--- config.mk ---
export PLATFORM = sky130hd
export DESIGN_NAME = pc_jump_ctrl
export DESIGN_NICKNAME = d
export VERILOG_FILES = /design/src/rtl/hack_cpu_pkg.sv /design/src/rtl/jump_cond.sv /design/src/rtl/pc_jump_ctrl.sv
export SDC_FILE = /design/constraint.sdc
export NUM_CORES = 1
export LEC_CHECK = 0
export ABC_CLOCK_PERIOD_IN_PS = 2300
export CAP_MARGIN = 40
export CORE_ASPECT_RATIO = 1.5
export CORE_UTILIZATION = 47
export CTS_CLUSTER_DIAMETER = 50
export CTS_CLUSTER_SIZE = 24
export DETAILED_ROUTE_END_ITERATION = 16
export PLACE_DENSITY = 0.8
export SLEW_MARGIN = 10
export SYNTH_ARGS = -nofsm -noshare
export SYNTH_HDL_FRONTEND = slang
export SYNTH_SLANG_ARGS = --single-unit
--- constraint.sdc ---
create_clock -name clk -period 2.3 [get_ports clk]
set_input_delay 0.575 -clock clk [delete_from_list [all_inputs] [get_ports clk]]
set_output_delay 0.575 -clock clk [all_outputs]
set_load 0.05 [all_outputs]
--- src/rtl/hack_cpu_pkg.sv ---
// Shared Hack CPU encodings: jump-field values and PC controller state.
package hack_cpu_pkg;

    localparam logic [2:0] JMP_NULL = 3'b000;
    localparam logic [2:0] JMP_JGT  = 3'b001;
    localparam logic [2:0] JMP_JEQ  = 3'b010;
    localparam logic [2:0] JMP_JGE  = 3'b011;
    localparam logic [2:0] JMP_JLT  = 3'b100;
    localparam logic [2:0] JMP_JNE  = 3'b101;
    localparam logic [2:0] JMP_JLE  = 3'b110;
    localparam logic [2:0] JMP_JMP  = 3'b111;

    typedef enum logic {
        RUN    = 1'b0,
        HALTED = 1'b1
    } pc_state_t;

endpackage

--- src/rtl/jump_cond.sv ---
// Jump condition from j[2:0]=(JLT,JEQ,JGT) and ALU flags; purely combinational.
// zr=ng=1 is not special-cased, so every set j bit matching a flag fires.
module jump_cond (
    input  logic [2:0] j,
    input  logic       zr,
    input  logic       ng,
    output logic       cond
);

    assign cond = (j[2] & ng) | (j[1] & zr) | (j[0] & ~zr & ~ng);

endmodule

--- src/rtl/pc_jump_ctrl.sv ---
// PC register with single-cycle jump decision and self-loop halt; en=0 stalls all state.
// PC_JUMP_STATS_EN adds saturating taken / not-taken jump counters.
module pc_jump_ctrl
    import hack_cpu_pkg::*;
#(
    parameter int              ADDR_W   = 15,
    parameter int              STAT_W   = 16,
    parameter logic [ADDR_W-1:0] RESET_PC = '0
) (
    input  logic              clk,
    input  logic              reset,
    input  logic              en,
    input  logic              is_c,
    input  logic [2:0]        j,
    input  logic              zr,
    input  logic              ng,
    input  logic [ADDR_W-1:0] target,
    output logic [ADDR_W-1:0] pc,
    output logic              taken,
`ifdef PC_JUMP_STATS_EN
    output logic [STAT_W-1:0] taken_cnt,
    output logic [STAT_W-1:0] nt_cnt,
`endif
    output logic              halted
);

    pc_state_t state;
    logic      cond;
    logic      running;
    logic      jump;

    jump_cond u_jump_cond (
        .j    (j),
        .zr   (zr),
        .ng   (ng),
        .cond (cond)
    );

    assign running = (state == RUN);
    assign jump    = en & is_c & cond & running;
    assign halted  = (state == HALTED);

    // The halt test compares against the pre-update pc: the jump's own address.
    always_ff @(posedge clk) begin
        if (reset) begin
            state <= RUN;
            pc    <= RESET_PC;
            taken <= 1'b0;
        end else if (en) begin
            taken <= jump;
            if (running) begin
                pc <= jump ? target : pc + ADDR_W'(1);
                if (jump && (target == pc))
                    state <= HALTED;
            end
        end
    end

`ifdef PC_JUMP_STATS_EN
    logic not_taken;

    assign not_taken = en & is_c & (j != JMP_NULL) & ~cond & running;

    always_ff @(posedge clk) begin
        if (reset) begin
            taken_cnt <= '0;
            nt_cnt    <= '0;
        end else begin
            if (jump && (taken_cnt != {STAT_W{1'b1}}))
                taken_cnt <= taken_cnt + STAT_W'(1);
            if (not_taken && (nt_cnt != {STAT_W{1'b1}}))
                nt_cnt <= nt_cnt + STAT_W'(1);
        end
    end
`endif

endmodule

After elaboration in Yosys (flattened, before gate mapping). Index checks and enable logic that the tools add are counted.

Register bits: 17. Logic and storage cells: 22.

Add/subtract/negate cells: 1. Eq/ne operators: 1. Muxes and demuxes: 3. Bitwise gates (word level): 12. Reductions and logical operators: 2.

Operators with widths (number): $add 15x1->15 const B (1); $eq 15x15->1 (1); $mux 15 (1); $and 1x1->1 (7); $not 1->1 (3); $mux 1 (2); $or 1x1->1 (2); $reduce_and 2->1 (1); $logic_and 1x1->1 (1).

Longest topological paths before layout.
Depth in word-level cells: 9. Gate-level depth with buffers: 5.

Hierarchy. From an unflattened synthesis, not the netlist that was laid out.

Cells, all modules: 158. Area, all modules: 1219.9 um^2.

Modules (own cells, without submodules): pc_jump_ctrl (times used 1, cells an instance 156, area an instance 1202.4 um^2, seq. area each 340.3 um^2); jump_cond (times used 1, cells an instance 2, area an instance 17.5 um^2, seq. area each 0.0 um^2).

Worst setup path after synthesis. OpenSTA, ideal clock, no wires.

Path type: reg2reg. From: register pc[0]. To: register pc[14]. Setup time: 74 ps. Arrival: 2321 ps. Data required time: 2226 ps. Slack: -96 ps. Cell stages (with the launch flop): 6. Clock period less this slack: 2396 ps. Path through: dfxtp_1 ha_1 nand3_4 or4_1 or4b_1 a31oi_1.

Longest elaborated chain between the ends: 2.

Ends and longest elaborated chain: start, declared (RTL line pc_jump_ctrl.sv:18) `output logic [ADDR_W-1:0] pc,`; start signal, assigned (RTL line pc_jump_ctrl.sv:52) `pc <= jump ? target : pc + ADDR_W'(1);`; $add 15x1->15 (RTL line pc_jump_ctrl.sv:52); $mux 15 (RTL line pc_jump_ctrl.sv:52).

Every way passes these cells. A chain may end at the register's enable or synchronous reset.

Worst setup path after layout. Same ends and word-level chain as after synthesis.

==> impl_metrics.yaml <==
status:
  status: "completed"
floorplan:
  die_area_um2: 3160
  initial_core_util: 0.505
  num_rows: 23
  ioPinCount: 41
  die_w_um: 46.3
  die_h_um: 68.4
  coreArea_um2: 2730
final_layout:
  drive_above_1_share: 0.126
  antenna_cells: 0
  area_growth_pct: 32.5
  nNetsFinal: 232
  stdcell_count: 243
  multi_input_area_um2: 847
  fillers: 220
  ff_latch_area_um2: 343
sta:
  tns_ns: 0
  finalCritPeriodShare: 0.965
  fmax_ghz: 0.451
  setup_viol: 0
  finClkSkew_ns: 0.00769
  max_slew.worst_pin.slew_ns: 0.512
  timing_hold_violations_final: 0
  rsz0062_at_grt: "no"
  slew_violations: 0
  final.min_clock_period_ns: 2.22
  slew_headroom: 0.657
synthesis:
  synth_top_family_by_area: "simple AND/OR/NAND/NOR gates"
  synth_edf_count: 0
  ys.flop_type: "dfxtp_1"
  netlist_area_um2: 1380
  synth_nets: 190
  synth_xor_xnor_area_share: 0.0951
  synth-adder-area-share: 0.00906
  synth_commonest_cells: "dfxtp_1 (17), xor2_1 (15), inv_1 (13)"
  yosysUniqueCellTypes: 44
  yosysMostFrequentCell: "dfxtp_1"
  yosys.area_share.simple: 0.246
  synth_top_area_share: 0.246
  synth_top_area_cell: "dfxtp_1"
  synth_compound_area_frac: 0.173
  synth_seq_cells: 17
  yosysSeqAreaShare: 0.246
  synth_mux_area_frac: 0.0870
  syn_avg_cell_area_um2: 8.37
  async_flop_share: 0
  syn_inst: 165
  yosys-top-cells-area: "dfxtp_1 (25%), xor2_1 (9.5%), mux2i_1 (8.7%), o32ai_1 (6.3%), a21oi_1 (4.3%)"
  ys_warn_count: 0
power_and_ir_drop:
  swShare: 0.331
  ir_worst_vdd_mv: 0.261
  p_per_area_nw_per_um2: 450
  combPwrFrac: 0.315
  seqPwrFrac: 0.404
  clkPwrFrac: 0.280
  p_total_mw: 0.824
  internal_power_mw: 0.551
  p_leak_nw: 0.715
  p_sw_mw: 0.273
clocking:
  ctsHoldBuffers: 0
  cts_resized: 0
  clk_pin_slew_ns: 0.07
  cts_made_buffers: 3
  worstSkewPairLatency_ns: 0.25
  clock_path_buffers: 2
  clock_tree.root_cell: "clkbuf_8"
  htree_levels: 1
  post-cts-setup-buffers: 0
  cts_tree: "yes"
  cts_num_sinks: 17
detailed_routing:
  num_vias: 1472
  drt-total-wl_um: 3960
  ant_nets: 0
  vias_per_cell: 6.06
  drt_pass1_iterations: 5
  drc_errors: 0
  drtIter0Drc: 50
  wl_per_cell_um: 16.3
setup_path:
  cp_top_family: "simple AND/OR/NAND/NOR gates"
  endpoint_kind: "flip-flop"
  critPathKind: "reg -> reg"
  arrival_ns: 2.39
  cp-start-kind: "flip-flop"
  required_ns: 2.47
  r2r_cells: 5
  path_buf_inv: 0
  slowest_stage: "or4_1"
  cpPeakStageDelay_ns: 0.60
  worstPathCellList: "ha_1, nand3_4, or4_1, or4b_1, a31oi_1"
  r2r_start: "pc[0]"
  critPathMaxFanout: 9
  rrSetupSlack_ns: 0.08
  rr_endpoint: "pc[14]"
global_routing:
  grt_use_met3: 0.0369
  grt_max_degree: 32
  met2_usage: 0.468
  grt_busiest_layer: "met2"
  grt_pass1_wl_um: 6390
  grt_use_met1: 0.333
  grt.total_usage: 0.277
  antenna_found_initial: 0
  overflow: 0
  first_global_vias: 1411
placement:
  gp_congestion: 0.902
  place_inst: 239
  hpwl_um: 2920
  port_buffers: 40
min_path:
  min_from: "taken"
  hold_path_end: "taken"
  hp-class: "reg -> reg"
  min_path_cells: 2
run:
  maxCapViolCount: 0
-- flip-flops by register name, summed over array words and instances, names as in the netlist --
register,cells
halted,1
pc,15
taken,1
-- final cells by class --
class | count | area share
Clock buffer | 4 | 0.0246
Inverter | 13 | 0.0267
Multi-Input combinational cell | 120 | 0.463
Sequential cell | 17 | 0.187
Tap cell | 37 | 0.0253
Timing Repair Buffer | 52 | 0.273
-- worst max-delay path by stage --
| stage | from | to | slack (ns) | depth (start not counted) |
|---|---|---|---|---|
| floorplan | pc[8] | pc[14] | 0.06 | 5 |
| global placement | zr | pc[14] | 0.20 | 5 |
| detailed placement | zr | pc[14] | 0.09 | 5 |
| CTS | pc[0] | pc[14] | 0.1 | 5 |
| global route | pc[0] | pc[14] | 0.03 | 5 |
| finish | pc[0] | pc[14] | 0.08 | 5 |
-- power groups by stage --
stage                     clock network [mW]  registers [mW]  logic [mW]
after floorplan                            0           0.382       0.115
after global placement                     0           0.338       0.250
after detailed placement                   0           0.340       0.257
after CTS                              0.231           0.333       0.258
after global routing                   0.242           0.336       0.276
final                                  0.231           0.333       0.260
-- cells in the final DEF, fill, tap and decap left out, types with 5 or more instances in the layout --
cell / count
nand4_1: 5
inv_1: 13
nand2_1: 9
o32ai_1: 10
nor4_1: 9
nand3_1: 7
dfxtp_1: 15
mux2i_1: 12
a21oi_1: 12
clkdlybuf4s50_1: 39
xor2_1: 15
buf_4: 12
nor2_1: 8
-- per-stage QoR --
step	instance area [um2]	hold WS, ns	setup WS, ns	util
4_1_cts	1830	0.512	0.0951	0.670
3_5_place_dp	1790	0.496	0.0901	0.653
3_3_place_gp	1790	0.479	0.197	0.653
5_1_grt	1830	0.556	0.0348	0.670
6_report	1830	0.518	0.0803	0.670
2_1_floorplan	1380	0.613	0.0565	-
-- worst min-delay path, cell delays in order, from the launching register on --
cell and delay, ns:
dfxtp_1 0.35, a2bb2oi_1 0.07, nor2_1 0.07
-- per-layer routing --
metal | up-vias | part of all wire
met5 | - | 0
met4 | 0 | 0.037
met3 | 16 | 0.063
met2 | 78 | 0.52
met1 | 688 | 0.38
li1 | 690 | -
-- cell families after synthesis --
logic type	count (synthesis)
buffers and inverters	28
adder cells (fa/ha/maj)	1
multiplexers	12
flip-flops	17
XOR/XNOR	15
AND/OR/NAND/NOR	58
AO/OA/AOI/OAI	34
Power figures use the tool's default switching activity.
